### src/rtl/pipe_hazard_ctrl.sv
// ---------------------------------------------------------------------------
// pipe_hazard_ctrl
// Central sequencing unit for the five-stage pipeline. It generates the
// enable and flush controls for the PC and the IF/ID, ID/EX and EX/MEM
// pipeline registers. It resolves load-use hazards, taken-branch flushes and
// multi-cycle data-memory waits, and it raises a sticky fault when the data
// memory stops responding.
//
// Optional feature macro: HAZ_PERF_EN
//   defined   -> stall_cnt counts the cycles with pc_en==0, saturating at 16'hFFFF
//   undefined -> stall_cnt is tied to zero and the counter is not built
//
// Parameters:
//   REG_AW      register-index width
//   MEM_TIMEOUT maximum number of consecutive pending cycles before a fault (>=2)
//
// Ports:
//   clk, reset           clock; asynchronous active-high reset
//   de_rs1, de_rs2       source register indices of the instruction in ID
//   ex_rd, ex_rd_en      destination of the instruction in EX; ex_rd_en marks a load
//   br_taken             EX resolved a taken branch or jump
//   mem_req, mem_ack     MEM-stage access request and its completion
//   pc_en, fd_en,
//   de_en, em_en         enables for the PC and the pipeline registers
//   fd_flush, de_flush   load a NOP into IF/ID; clear the ID/EX control bits
//   mem_err              sticky memory-timeout fault
//   stall_cnt            saturating count of stalled cycles
// ---------------------------------------------------------------------------
module pipe_hazard_ctrl #(
    parameter int REG_AW      = 5,
    parameter int MEM_TIMEOUT = 15
) (
    input  logic              clk,
    input  logic              reset,
    input  logic [REG_AW-1:0] de_rs1,
    input  logic [REG_AW-1:0] de_rs2,
    input  logic [REG_AW-1:0] ex_rd,
    input  logic              ex_rd_en,
    input  logic              br_taken,
    input  logic              mem_req,
    input  logic              mem_ack,
    output logic              pc_en,
    output logic              fd_en,
    output logic              de_en,
    output logic              em_en,
    output logic              fd_flush,
    output logic              de_flush,
    output logic              mem_err,
    output logic [15:0]       stall_cnt
);

    localparam int WCW = $clog2(MEM_TIMEOUT + 1);

    typedef enum logic [1:0] {
        ST_RUN     = 2'd0,
        ST_MEMWAIT = 2'd1,
        ST_FAULT   = 2'd2
    } state_t;

    state_t           state;
    state_t           state_nxt;
    logic [WCW-1:0]   wait_cnt;
    logic [WCW-1:0]   wait_cnt_nxt;
    logic             frozen;
    logic             load_use;

    // State register and pending-cycle counter
    always_ff @(posedge clk or posedge reset) begin
        if (reset) begin
            state    <= ST_RUN;
            wait_cnt <= {WCW{1'b0}};
        end else begin
            state    <= state_nxt;
            wait_cnt <= wait_cnt_nxt;
        end
    end

    // Next-state and pending-cycle counter logic
    always_comb begin
        state_nxt    = state;
        wait_cnt_nxt = wait_cnt;
        case (state)
            ST_RUN: begin
                // A request acked in its first cycle is a single-cycle access.
                if (mem_req && !mem_ack) begin
                    state_nxt    = ST_MEMWAIT;
                    wait_cnt_nxt = WCW'(1);
                end else begin
                    state_nxt    = ST_RUN;
                    wait_cnt_nxt = {WCW{1'b0}};
                end
            end
            ST_MEMWAIT: begin
                if (mem_ack) begin
                    state_nxt    = ST_RUN;
                    wait_cnt_nxt = {WCW{1'b0}};
                end else if (wait_cnt == WCW'(MEM_TIMEOUT - 1)) begin
                    // Last allowed pending cycle expired without an ack.
                    state_nxt    = ST_FAULT;
                    wait_cnt_nxt = wait_cnt + WCW'(1);
                end else begin
                    state_nxt    = ST_MEMWAIT;
                    wait_cnt_nxt = wait_cnt + WCW'(1);
                end
            end
            ST_FAULT: begin
                // Only reset leaves the fault state.
                state_nxt    = ST_FAULT;
                wait_cnt_nxt = wait_cnt;
            end
            default: begin
                state_nxt    = ST_RUN;
                wait_cnt_nxt = {WCW{1'b0}};
            end
        endcase
    end

    // Freeze and load-use hazard detection
    always_comb begin
        frozen   = ((state == ST_RUN) && mem_req && !mem_ack) ||
                   ((state == ST_MEMWAIT) && !mem_ack) ||
                   (state == ST_FAULT);
        load_use = ex_rd_en && (ex_rd != {REG_AW{1'b0}}) &&
                   ((ex_rd == de_rs1) || (ex_rd == de_rs2));
    end

    // Enable and flush outputs, same-cycle response to the inputs
    always_comb begin
        pc_en    = 1'b1;
        fd_en    = 1'b1;
        de_en    = 1'b1;
        em_en    = 1'b1;
        fd_flush = 1'b0;
        de_flush = 1'b0;
        if (reset) begin
            pc_en    = 1'b1;
            fd_en    = 1'b1;
            de_en    = 1'b1;
            em_en    = 1'b1;
            fd_flush = 1'b0;
            de_flush = 1'b0;
        end else if (frozen) begin
            pc_en    = 1'b0;
            fd_en    = 1'b0;
            de_en    = 1'b0;
            em_en    = 1'b0;
            fd_flush = 1'b0;
            de_flush = 1'b0;
        end else if (br_taken) begin
            // The branch flushes the dependent instruction, so no stall is needed.
            fd_flush = 1'b1;
            de_flush = 1'b1;
        end else if (load_use) begin
            // Hold PC and IF/ID for one cycle and let the load move on to MEM,
            // feeding a bubble into ID/EX behind it.
            pc_en    = 1'b0;
            fd_en    = 1'b0;
            de_flush = 1'b1;
        end else begin
            pc_en    = 1'b1;
            fd_en    = 1'b1;
        end
    end

    // The fault flag is a direct decode of the state register
    always_comb begin
        mem_err = (state == ST_FAULT);
    end

`ifdef HAZ_PERF_EN
    // Saturating stall-cycle counter
    always_ff @(posedge clk or posedge reset) begin
        if (reset) begin
            stall_cnt <= 16'd0;
        end else if (!pc_en && (stall_cnt != 16'hFFFF)) begin
            stall_cnt <= stall_cnt + 16'd1;
        end else begin
            stall_cnt <= stall_cnt;
        end
    end
`else
    assign stall_cnt = 16'd0;
`endif

endmodule

### config.mk
export PLATFORM = sky130hd
export DESIGN_NAME = pipe_hazard_ctrl
export DESIGN_NICKNAME = d
export VERILOG_FILES = /design/src/rtl/pipe_hazard_ctrl.sv
export SDC_FILE = /design/constraint.sdc
export NUM_CORES = 1
export LEC_CHECK = 0
export ABC_AREA = 0
export CORE_UTILIZATION = 34
export CTS_CLUSTER_SIZE = 8
export DETAILED_ROUTE_END_ITERATION = 8
export PLACE_DENSITY = 0.79
export SYNTH_ARGS = -nofsm -noshare
export SYNTH_HDL_FRONTEND = slang
export SYNTH_SLANG_ARGS = --single-unit
### constraint.sdc
create_clock -name clk -period 2.2 [get_ports clk]
set_input_delay 0.44 -clock clk [delete_from_list [all_inputs] [get_ports clk]]
set_output_delay 0.44 -clock clk [all_outputs]
set_load 0.1 [all_outputs]
# Word-level counts from Yosys, hierarchy flattened
# Index checks and enable logic that the tools add are counted.
[totals]
mem_bits_rw = 0
in_bits = 21
n_memories = 0
out_inout_bits = 23
latchBits = 0
register_bits = 6
romBits = 0
elab_cells = 40
[classes]
mul = 0
muxes = 20
bitwise = 0
eq_ne = 5
reduce_logical = 12
add_sub_neg = 1
order_cmp = 0
shift = 0
n_div = 0
[ops]
columns = ["operator", "n"]
rows = [
  ["1-bit two-way mux", 15],
  ["4-bit one-hot mux with 3 select lines", 1],
  ["5-bit equality test", 2],
  ["1-bit logical AND", 6],
  ["2-bit one-hot mux with 3 select lines", 1],
  ["5-bit nonzero test", 1],
  ["4-bit by 1-bit adder with 4-bit output (second input constant)", 1],
  ["4-bit equality test (second input constant)", 1],
  ["2-bit two-way mux", 2],
  ["4-bit two-way mux", 1],
  ["1-bit logical OR", 3],
  ["2-bit by 1-bit equality test with 1-bit output (second input constant)", 1],
  ["2-bit equality test (second input constant)", 1],
  ["2-bit zero test", 1],
  ["1-bit zero test", 1],
]

# Longest topological paths before layout
[depth]
word_depth = 7
mapped_depth = 5
depth_no_buf = 5

# Worst setup path after synthesis
# No wires, ideal clock.
[synth_timing]
kind = "input port to output port"
start = "input ex_rd[3]"
end = "output de_flush"
stages = 4
t_arrival_ps = 4031
path_buffers = 0
path_slack_ps = -2271
required_ps = 1760
path_cell_list = "xor2_1 -> nor3_1 -> a22oi_1 -> o41ai_1"
[synth_via]
elab_chain_len = 7
word_cells_on_any_way = 10
cone_classes = "2 x eq/ne; 4 x mux; 4 x reduce/logical"
[synth_lines]
columns = ["element", "line_no", "rtl"]
rows = [
  ["start: declaration", "37", "input logic [REG_AW-1:0] ex_rd,"],
  ["5-bit equality test / 5-bit nonzero test (equally long branches)", "124, 123", ""],
  ["1-bit logical OR / 1-bit logical AND (equally long branches)", "124, 123", ""],
  ["1-bit logical AND *", "123", "load_use = ex_rd_en && (ex_rd != {REG_AW{1'b0}}) &&"],
  ["1-bit two-way mux *", "153", "end else if (load_use) begin"],
  ["1-bit two-way mux *", "149", "end else if (br_taken) begin"],
  ["1-bit two-way mux *", "142", "end else if (frozen) begin"],
  ["1-bit two-way mux *", "135", "if (reset) begin"],
  ["end: declaration", "47", "output logic de_flush,"],
]
# Mark *: on every way between the ends. The rest lies on a longest branch, timed or not.

# Worst setup path after layout
[layout_timing]
start = "input ex_rd[4]"
end = "output pc_en"
[layout_via]
elab_chain_len = 7
word_cells_on_any_way = 10
cone_classes = "2 x eq/ne; 4 x mux; 4 x reduce/logical"
[layout_lines]
columns = ["element", "line_no", "rtl"]
rows = [
  ["5-bit equality test / 5-bit nonzero test (equally long branches)", "124, 123", ""],
  ["1-bit logical OR / 1-bit logical AND (equally long branches)", "124, 123", ""],
  ["1-bit logical AND *", "123", ""],
  ["1-bit two-way mux *", "153", ""],
  ["1-bit two-way mux *", "149", ""],
  ["1-bit two-way mux *", "142", ""],
  ["1-bit two-way mux *", "135", ""],
  ["end: declaration", "42", "output logic pc_en,"],
]
# Marked as above.

==> results <==
## Yosys cell counts
| cell | count |
|---|---|
| inv_1 | 4 |
| nor3_1 | 2 |
| xnor2_1 | 1 |
| a22oi_1 | 2 |
| or2_1 | 1 |
| a2bb2oi_2 | 1 |
| nand3_1 | 2 |
| a41oi_1 | 1 |
| nand2b_1 | 1 |
| and3_1 | 1 |
| o41ai_1 | 1 |
| a21oi_1 | 1 |
| o21ai_0 | 3 |
| ha_1 | 2 |
| a22o_1 | 1 |
| xor2_1 | 10 |
| buf_4 | 18 |
| o22ai_1 | 2 |
| or3_1 | 1 |
| conb_1 | 1 |
| nand2_1 | 7 |
| nor2_1 | 5 |
| dfrtp_1 | 6 |
| or4_1 | 1 |
## metal layers
metal,global-route usage,share of wire,vias to the layer above
met4,0.0667,0,0
li1,-,-,291
met5,0,0,-
met1,0.199,0.40,275
met2,0.279,0.52,30
met3,0.0408,0.081,0
## sequential cells by signal (all words and copies together) (netlist names)
register / cells
state: 2
wait_cnt: 4
## logic make-up after synthesis
| kind of cell | Yosys count | synth area share |
|---|---|---|
| adder cells (fa/ha/maj) | 2 | 0.0409 |
| other | 1 | 0.00613 |
| AND/OR/NAND/NOR | 21 | 0.160 |
| AO/OA/AOI/OAI | 12 | 0.145 |
| XOR/XNOR | 11 | 0.157 |
| buffers and inverters | 22 | 0.245 |
| flip-flops | 6 | 0.245 |
## layout make-up
cell class / instances / area, um^2
inverters: 4 / 18.8
fillers: 128 / 537
well taps: 24 / 30.0
repair buffers: 36 / 390
flip-flops and latches: 6 / 151
clock buffers: 3 / 22.5
multi-input cells: 62 / 444
## metrics by stage
step | worst slack, ns | utilization | TNS, ns | total power, mW
final | -0.00371 | 0.663 | -0.00519 | 0.525
after global routing | -0.0286 | 0.663 | -0.0996 | 0.547
after detailed placement | -0.395 | 0.631 | -1.39 | 0.424
after global placement | -0.368 | 0.631 | -1.25 | 0.420
after floorplan | -0.322 | - | -1.13 | 0.362
after CTS | 0.00216 | 0.645 | 0 | 0.525
## worst max-delay path, cell delays in order
cell and delay, ns:
buf_8 0.10, or4_4 0.54, nor2_4 0.14, or3_4 0.14, a2bb2oi_4 0.20, buf_12 0.20
## cell usage in the layout, fill, tap and decap left out, types with 2 or more instances in the layout
cell type	count
conb_1	16
xor2_1	10
buf_4	8
dlygate4sd2_1	7
buf_12	7
nand2_1	5
dfrtp_1	5
clkdlybuf4s15_1	4
buf_2	4
o21ai_0	3
nor2_1	3
clkbuf_4	3
clkdlybuf4s50_1	3
inv_1	2
o22ai_1	2
ha_1	2
## power breakdown
part / switching, mW / internal (mW) / total (mW)
registers: 0.00543 / 0.115 / 0.120
logic: 0.220 / 0.0826 / 0.302
clock network: 0.0404 / 0.0618 / 0.102
total: 0.265 / 0.259 / 0.525
## worst max-delay path by stage
stage	from	endpoint	cells past startpoint
2_1_floorplan	ex_rd[1]	pc_en	5
3_3_place_gp	ex_rd[2]	pc_en	6
3_5_place_dp	ex_rd[2]	pc_en	6
4_1_cts	mem_ack	de_flush	6
5_1_grt	mem_ack	em_en	7
6_report	ex_rd[4]	pc_en	6
## what timing repair did
action	CTS	global route
gates resized for setup	39	11
buffers inserted	2	1
endpoints found under the setup margin	6	6
hold endpoints to repair	0	0
pin swaps	13	8
==> impl_metrics.ini <==
[detailed_routing]
viasPerCell = 4.41
initialDrtViolationCount = 11
drtPass1Iterations = 4
wl_um = 1580
wire_per_inst_um = 11.7
postRouteAntennaNets = 0
route.detailed.drc = 0
via_count = 596

[clock_network]
tritoncts = yes
clkLatencyLatePin_ns = 0.24
numCtsBuffers = 3
cts.path.max_buffers = 2
h-tree-depth = 1
hold_buffers = 0
cts_sinks = 6
cts-root-buf = clkbuf_4
clk_transition_reported_paths_ns = 0.05

[global_routing]
antenna_found_initial = 0
grtUsageTotal = 0.165
gr-total-overflow = 0
grt_pass1_vias = 573
grt_pass1_wl_um = 2370
grt_max_degree = 10

[outcome]
violations = negative setup slack
status = finished with violations

[timing]
max_freq_mhz = 454
fin_skew_ns = 0.00561
setup_viol = 2
whs_ns = 0.216
worst_slack_ns = -0.00371
finalCritPeriodShare = 1.00
min_period_ns = 2.20
maxSlewViolCount = 0
hold_violations = 0
rsz0062_at_grt = yes

[setup_path]
crit_path_end_kind = primary output
crit_fanout = 3
cp.required_ns = 1.76
r2r_slack_ns = 0.91
arrival_ns = 1.76
timing_worst_setup_path_type = primary input to primary output
r2r-end = wait_cnt[3]$_DFFE_PP0N_
reg2reg_depth = 5
rr_startpoint = state[1]$_DFF_PP0_
cp-start-kind = primary input

[placed_design]
gp_congestion = 0.791
port_buffers = 27
dp_cells = 130
hpwl_um = 1310
placed_cell_area_um2 = 1010

[floorplanning]
dieArea_um2 = 1970
rows = 14
die_h_um = 44.4
start_util = 0.384
io_pins = 44
die_w_um = 44.4
core_area_um2 = 1590

[synthesis]
yosysWarnings = 0
yosysTopAreaCell = dfrtp_1
synth_cell_types = 24
synth-seq-cells = 6
synth_area_leaders = dfrtp_1, buf_4, xor2_1
syn-mean-instance-area_um2 = 8.16
yosysTopAreaCellShare = 0.245
yosysSeqAreaShare = 0.245
synth_cells = 75
syn_area_um2 = 612

[cells_and_area]
fin_nets = 136
syn2layout_area_growth_pct = 72.8
stdcell_count = 135
final_layout_size_suffix_gt1_frac = 0.351
fin_area_um2 = 1060
diodes = 0

[power_and_ir_drop]
power_density_nw_per_um2 = 496
p_leak_nw = 0.517
peakVddDrop_mv = 0.316

[flow_run]
drv_cap = 0

[min_path]
worstHoldPathType = primary input to async pin
Note: power is estimated with default switching activity, not from simulation.
